## config.mk

```make
export PLATFORM = sky130hd
export DESIGN_NAME = bcd_counter_multi_flat
export DESIGN_NICKNAME = d
export VERILOG_FILES = /design/src/rtl/bcd_counter_multi_pkg.sv /design/src/rtl/bcd_counter_multi_if.sv /design/src/rtl/bcd_counter_multi_digit.sv /design/src/rtl/bcd_counter_multi.sv /design/src/flat_wrapper.sv
export SDC_FILE = /design/constraint.sdc
export NUM_CORES = 1
export LEC_CHECK = 0
export CORE_UTILIZATION = 30
export DETAILED_ROUTE_END_ITERATION = 7
export PLACE_DENSITY_LB_ADDON = 0.15
export SETUP_SLACK_MARGIN = 0.4
export SKIP_LAST_GASP = 1
export SYNTH_ARGS = -nofsm -noshare
export SYNTH_HDL_FRONTEND = slang
export SYNTH_SLANG_ARGS = --single-unit
```

## constraint.sdc

```tcl
create_clock -name clk -period 3.1 [get_ports clk]
set_input_delay 0.775 -clock clk [delete_from_list [all_inputs] [get_ports clk]]
set_output_delay 0.775 -clock clk [all_outputs]
set_load 0.01 [all_outputs]
```

## src/rtl/bcd_counter_multi_pkg.sv

```systemverilog
// Shared BCD definitions for the multi-digit counter: digit type, digit
// limits, validity check and reset-value digit extraction.
package bcd_pkg;

    typedef logic [3:0] bcd_digit_t;

    localparam bcd_digit_t BCD_MAX = 4'd9;
    localparam bcd_digit_t BCD_MIN = 4'd0;

    function automatic logic is_valid_bcd(input bcd_digit_t digit);
        return digit <= BCD_MAX;
    endfunction

    // Decimal digit k of a plain integer; evaluated at elaboration only.
    function automatic bcd_digit_t rst_digit_of(input int unsigned value,
                                                input int unsigned k);
        int unsigned v;
        v = value;
        for (int unsigned i = 0; i < k; i++) begin
            v = v / 10;
        end
        return bcd_digit_t'(v % 10);
    endfunction

endpackage

```

## src/rtl/bcd_counter_multi_if.sv

```systemverilog
// Control/data bundle of the multi-digit BCD counter.
// master drives count/load controls, slave is the counter.
interface bcd_counter_multi_if #(parameter int DIGITS = 4);

    logic                  en;
    logic                  up;
    logic                  load;
    logic [4*DIGITS-1:0]   din;
    logic [4*DIGITS-1:0]   q;
    logic                  tc;
    logic                  load_err;

    modport master (output en, up, load, din, input q, tc, load_err);
    modport slave  (input en, up, load, din, output q, tc, load_err);

endinterface

```

## src/rtl/bcd_counter_multi_digit.sv

```systemverilog
// One BCD digit cell: reset, load or step up/down with carry/borrow out.
// Stored values above 9 are treated as 9 counting up and as 0 counting
// down, so a corrupted digit recovers on its next step.
module bcd_digit
    import bcd_pkg::*;
(
    input  logic       clk,
    input  logic       rst,
    input  bcd_digit_t rst_digit,
    input  logic       ld,
    input  bcd_digit_t ld_val,
    input  logic       step,
    input  logic       up,
    output bcd_digit_t d,
    output logic       carry_out
);

    logic at_lim;

    // Digit sits at the rollover point for the current direction.
    assign at_lim    = up ? (d >= BCD_MAX) : ((d == BCD_MIN) || (d > BCD_MAX));
    assign carry_out = step & at_lim;

    // Digit register: reset > load > step > hold.
    always_ff @(posedge clk) begin
        if (rst) begin
            d <= rst_digit;
        end else if (ld) begin
            d <= ld_val;
        end else if (step) begin
            if (up) begin
                d <= at_lim ? BCD_MIN : d + 4'd1;
            end else begin
                d <= at_lim ? BCD_MAX : d - 4'd1;
            end
        end
    end

endmodule

```

## src/rtl/bcd_counter_multi.sv

```systemverilog
// N-digit synchronous BCD up/down counter with validated parallel load
// and terminal count for cascading.
// Optional build macro BCD_COUNTER_SATURATE_EN: hold at 99..9 / 00..0
// instead of wrapping; tc still flags the limit.
module bcd_counter_multi
    import bcd_pkg::*;
#(
    parameter int DIGITS  = 4,
    parameter int RST_VAL = 0
) (
    input  logic                  clk,
    input  logic                  rst,
    bcd_counter_multi_if.slave    bus
);

    logic [DIGITS-1:0] carry;
    logic [DIGITS-1:0] step;
    logic [DIGITS-1:0] dig_bad;
    logic [DIGITS-1:0] at_max;
    logic [DIGITS-1:0] at_min;
    logic              at_limit;
    logic              count_en;
    logic              unused_top_carry;

    // Whole counter is at the wrap point for the current direction.
    assign at_limit = bus.up ? (&at_max) : (&at_min);
    assign bus.tc   = bus.en & at_limit;

`ifdef BCD_COUNTER_SATURATE_EN
    assign count_en = bus.en & ~at_limit;
`else
    assign count_en = bus.en;
`endif

    // The top digit's carry is the full-wrap event; nothing consumes it.
    assign unused_top_carry = carry[DIGITS-1];

    for (genvar k = 0; k < DIGITS; k++) begin : g_digit
        localparam bcd_digit_t RST_DIGIT = rst_digit_of(RST_VAL, k);
        bcd_digit_t din_k;
        bcd_digit_t ld_k;
        bcd_digit_t d_k;

        assign din_k      = bus.din[4*k +: 4];
        assign dig_bad[k] = !is_valid_bcd(din_k);
        assign ld_k       = dig_bad[k] ? BCD_MIN : din_k;
        assign at_max[k]  = (d_k == BCD_MAX);
        assign at_min[k]  = (d_k == BCD_MIN);

        if (k == 0) begin : g_first
            assign step[k] = count_en;
        end else begin : g_chain
            assign step[k] = carry[k-1];
        end

        bcd_digit u_digit (
            .clk       (clk),
            .rst       (rst),
            .rst_digit (RST_DIGIT),
            .ld        (bus.load),
            .ld_val    (ld_k),
            .step      (step[k]),
            .up        (bus.up),
            .d         (d_k),
            .carry_out (carry[k])
        );

        assign bus.q[4*k +: 4] = d_k;
    end

    // One-cycle flag after a load that contained a non-BCD digit.
    always_ff @(posedge clk) begin
        if (rst) begin
            bus.load_err <= 1'b0;
        end else begin
            bus.load_err <= bus.load & (|dig_bad);
        end
    end

endmodule
```

## src/flat_wrapper.sv

```systemverilog
// flat-port wrapper written by rule: the top's interface ports become plain ports
module bcd_counter_multi_flat import bcd_pkg::*;
#(
    parameter int DIGITS  = 4,
    parameter int RST_VAL = 0
)
  (clk, rst, bus_en, bus_up, bus_load, bus_din, bus_q, bus_tc, bus_load_err);
  bcd_counter_multi_if #(.DIGITS(DIGITS)) bus_i ();
  input  logic clk;
  input  logic rst;
  input wire logic [$bits(bus_i.en)-1:0] bus_en;
  input wire logic [$bits(bus_i.up)-1:0] bus_up;
  input wire logic [$bits(bus_i.load)-1:0] bus_load;
  input wire logic [$bits(bus_i.din)-1:0] bus_din;
  output wire logic [$bits(bus_i.q)-1:0] bus_q;
  output wire logic [$bits(bus_i.tc)-1:0] bus_tc;
  output wire logic [$bits(bus_i.load_err)-1:0] bus_load_err;
  assign bus_i.en = bus_en;
  assign bus_i.up = bus_up;
  assign bus_i.load = bus_load;
  assign bus_i.din = bus_din;
  assign bus_q = bus_i.q;
  assign bus_tc = bus_i.tc;
  assign bus_load_err = bus_i.load_err;
  bcd_counter_multi #(.DIGITS(DIGITS), .RST_VAL(RST_VAL)) u_core (.clk(clk), .rst(rst), .bus(bus_i));
endmodule
```

# Word level (Yosys, flattened, before mapping)
# Cells that the tools add are included.
dict set report classes {
  multipliers 0
  reduce_logical 19
  div 0
  addsub 8
  shifts 0
  bitwise 5
  magnitude_cmp 12
  muxes 29
  eq_ne 4
}
# operator n
set ops {}
lappend ops {{$mux W4} 24}
lappend ops {{$add A4 B1 Y4 const B} 4}
lappend ops {{$eq A4 B4 Y1 const B} 4}
lappend ops {{$ge A4 B4 Y1 const B} 4}
lappend ops {{$gt A4 B4 Y1 const B} 4}
lappend ops {{$le A4 B4 Y1 const B} 4}
lappend ops {{$logic_not A4 Y1} 4}
lappend ops {{$sub A4 B1 Y4 const B} 4}
lappend ops {{$reduce_and A4 Y1} 2}
lappend ops {{$reduce_bool A2 Y1} 4}
lappend ops {{$and A1 B1 Y1} 5}
lappend ops {{$mux W1} 5}
lappend ops {{$logic_not A1 Y1} 4}
lappend ops {{$logic_or A1 B1 Y1} 4}
lappend ops {{$reduce_or A4 Y1} 1}
dict set report totals {
  ram_bits 0
  input_bits 21
  latchBits 0
  output_inout_bits 18
  elab_cells 82
  n_memories 0
  regBits 17
  mem_bits_ro 0
}

# Depth between registers and ports, before layout
dict set report logic_depth {
  word_depth 8
  depth_mapped 8
  depth_no_buf 8
}

# By module
# From an unflattened synthesis, not the netlist that was laid out.
dict set report unflattened {
  cells_unflattened 202
  area_unflattened_um2 1871.8
}
# mod cells_each n_inst area_per_inst_um2 seq_area_each_um2
set modules_own_cells {}
lappend modules_own_cells {bcd_digit 42 4 406.6 120.1}
lappend modules_own_cells {bcd_counter_multi 34 1 245.2 20.0}

# Worst setup path after synthesis
# No wires, ideal clock.
dict set report synth_timing {
  kind {input-to-output}
  start {input bus_up}
  end {output bus_tc}
  slack_ps 285
  t_arrival_ps 2040
  required_ps 2325
  cell_stages 6
  path_buffers 2
  path_cell_list {buf_2 buf_2 nand4b_1 nor3_1 a31oi_1 a2111oi_0}
}
dict set report synth_via {
  elab_chain_cells 2
}
# element line
set synth_lines {}
lappend synth_lines {{from (decl)} flat_wrapper.sv:12} ;# input wire logic [$bits(bus_i.up)-1:0] bus_up;
lappend synth_lines {{$mux W1} bcd_counter_multi.sv:26} ;# assign at_limit = bus.up ? (&at_max) : (&at_min);
lappend synth_lines {{$and A1 B1 Y1} bcd_counter_multi.sv:27} ;# assign bus.tc = bus.en & at_limit;
lappend synth_lines {{to (decl)} flat_wrapper.sv:16} ;# output wire logic [$bits(bus_i.tc)-1:0] bus_tc;
# Every way passes these cells.

# Worst setup path after layout
# Ends and elaborated chain as after synthesis.

==> flow_summary.yaml <==
yosys:
  synth-edff-count: 0
  syn_area_um2: 1690
  synth_most_common_cell: "o21ai_0"
  yosysSeqAreaShare_pct: 20.2
  synth_nets: 263
  yosysUniqueCellTypes: 52
  synth_area_leaders: "dfxtp_1 20%, ha_1 8.9%, o21ai_0 5.9%"
  avgSynthCellArea_um2: 7.34
  yosysTopAreaCell: "dfxtp_1"
  ys_seq_elements: 17
  ys.flop_type: "dfxtp_1"
  syn_inst: 230
  asyncSetResetFlopFracSynth_pct: 0
  yosysTopAreaCellShare_pct: 20.2
  synthTopCellsByCount: "20 x o21ai_0, 18 x nor2_1, 17 x dfxtp_1"
  ys.warnings.count: 0
routing:
  route.vias.total: 1897
  wirelength_mm: 5.08
  wire_per_inst_um: 14.5
  drcViolationCount: 0
  firstDrtPassIters: 4
  ant_nets: 0
  vias_per_cell: 5.42
  drt_iter0_markers: 65
die:
  start_util_pct: 32.0
  core_um2: 5270
  pin_count: 39
  die_w_um: 77.0
  die_area_um2: 5930
  chipHeight_um: 77.0
  rows: 26
power:
  max-vdd-ir-drop_mv: 0.190
  power.density_nw_per_um2: 314
  total_power_uw: 740
  p_leak_nw: 0.889
worst_setup_path:
  endpoint_kind: "output pin"
  cp-start-kind: "primary input"
  crit_type: "in -> out"
  cp.required_ps: 2320
  worst-path-buf-inv: 2
  crit_chain: "buf_6, nand2b_4, nor3_4, a31oi_2, a2111oi_2, buf_2"
  slowest_stage: "a2111oi_2"
  crit_fanout: 5
  critPathArrivalTime_ps: 1810
  cpPeakStageDelay_ps: 270
  cpLargestDelayFamily: "compound AO/OA/AOI/OAI gates"
cts:
  htreeDepth: 1
  cts_tree: "built"
  clockBufferDepth: 2
  cts_buffers: 3
  clk_latency_ps: 260
  clkSlewWorstSetupHoldPaths_ps: 70
  cts_sinks: 17
  cts_root_buffer: "clkbuf_8"
placed_design:
  gp_congestion: 0.851
  port-buffer-count: 38
  dp_cells: 345
  placed_cell_area_um2: 2250
  pre_cts_slack_ps: -410
  dp_hpwl_mm: 3.87
timing:
  setup_violations: 0
  max_slew_margin_pct: 71.3
  max_freq_mhz: 388
  worst_slack_ps: 520
  tightest_slew_ps: 426
  post-route-period-util_pct: 83.2
  period_minus_slack_ps: 2580
  fin_tns_setup_ps: 0
  drv_slew: 0
  fin_skew_ps: 6.05
  finalHoldViolations: 0
  rsz0062_at_grt: "false"
final_layout:
  num-nets-final: 314
  syn_to_final_growth_pct: 39.7
  postLayoutCellArea_um2: 2360
  fin_cells: 350
  drive_gt1_share_pct: 15.0
  diodes: 0
global_route:
  grt_antenna_before_repair: 0
  grt_remaining_overflow: 0
  grt_pass1_vias: 1743
  grt_max_degree: 18
  grt_usage_pct: 17.5
  grt_pass1_wl_mm: 8.36
outcome:
  status: "complete, no violations"
min_path:
  hold_path_class: "reg -> reg"
run:
  maxCapViolations: 0
-- area by class of cell --
class                      instances  area (um^2)
clock buffer                       3         41.3
fill                             567         2910
inverter                          13         48.8
multi-input combinational        188         1310
timing repair buffer              58          529
clock inverter                     1         5.00
sequential                        17          342
tap                               70         87.6
-- timing repair --
| item | CTS | global route |
|---|---|---|
| gates resized for setup | 9 | 14 |
| setup endpoints to repair | 7 | 1 |
| pin swaps | 0 | 3 |
| hold buffers | 0 | 0 |
| setup buffers | 0 | 1 |
-- metal layers --
| metal | track usage (%) | share of wire, % | routed length (um) | up-vias |
|---|---|---|---|---|
| met5 | 0 | 0 | 0 | - |
| met4 | 5.47 | 2.0 | 100 | 0 |
| met3 | 4.52 | 4.8 | 245 | 14 |
| met2 | 27.8 | 45 | 2270 | 55 |
| met1 | 23.0 | 48 | 2460 | 870 |
| li1 | - | - | - | 958 |
-- final timing paths --
check                                              startpoint                                           to  slack [ps]  cells past startpoint
setup / recovery                                       bus_up                                       bus_tc         520                      6
hold / removal    u_core.g_digit[3].u_digit.d[1]$_SDFFE_PP0P_  u_core.g_digit[3].u_digit.d[1]$_SDFFE_PP0P_         600                      2
setup reg to reg  u_core.g_digit[0].u_digit.d[1]$_SDFFE_PP0P_  u_core.g_digit[2].u_digit.d[1]$_SDFFE_PP0P_         790                     10
hold reg to reg   u_core.g_digit[3].u_digit.d[1]$_SDFFE_PP0P_  u_core.g_digit[3].u_digit.d[1]$_SDFFE_PP0P_         600                      2
-- sequential cells by signal (all words and copies together), names as in the netlist --
register / count
u_core.g_digit.u_digit.d: 16
u_core.bus.load_err: 1
-- cell families (layout without fill, tap and decap cells) --
logic type | after synthesis | after routing | share of synthesized area [%]
and+or+nand+nor | 88 | 88 | 28.2
DFF | 17 | 17 | 20.2
muxes | 6 | 6 | 3.56
AOI/OAI and AO/OA | 78 | 78 | 31.3
xor gates and xnor gates | 4 | 4 | 2.08
buffers and inverters | 25 | 75 | 5.86
adders and majority gates | 12 | 12 | 8.90
-- report_power, final --
group	switching [mW]	internal, mW	total (mW)
Sequential	0.0252	0.233	0.259
Clock	0.0877	0.0895	0.177
Combinational	0.153	0.151	0.304
Total	0.266	0.474	0.740
-- placed cells by master, fill, tap and decap left out, types with 6 or more instances in the layout --
master            n
mux2i_1           6
nand2b_1          7
inv_1            13
nand3_1           7
dfxtp_1          16
nand2_1          16
clkdlybuf4s50_1  35
buf_4            20
ha_1              9
nor2_1           18
o21ai_0          20
nor3_1           10
a21oi_1          14
-- metrics by stage --
step / util, % / hold slack (ps)
after detailed placement: 42.8 / 590
after floorplan: - / 574
after global routing: 44.8 / 639
after CTS: 43.5 / 605
after global placement: 42.8 / 595
final: 44.8 / 598
-- worst reg2reg max path, stage by stage, from the launching register on --
cell and delay [ps]:
dfxtp_1 370, inv_1 150, ha_4 170, nand2b_4 60, buf_4 130, buf_4 120, or3_4 340, a21oi_4 210
nand2_2 80, or3_1 360, a221oi_2 240
Power figures use the tool's default switching activity.
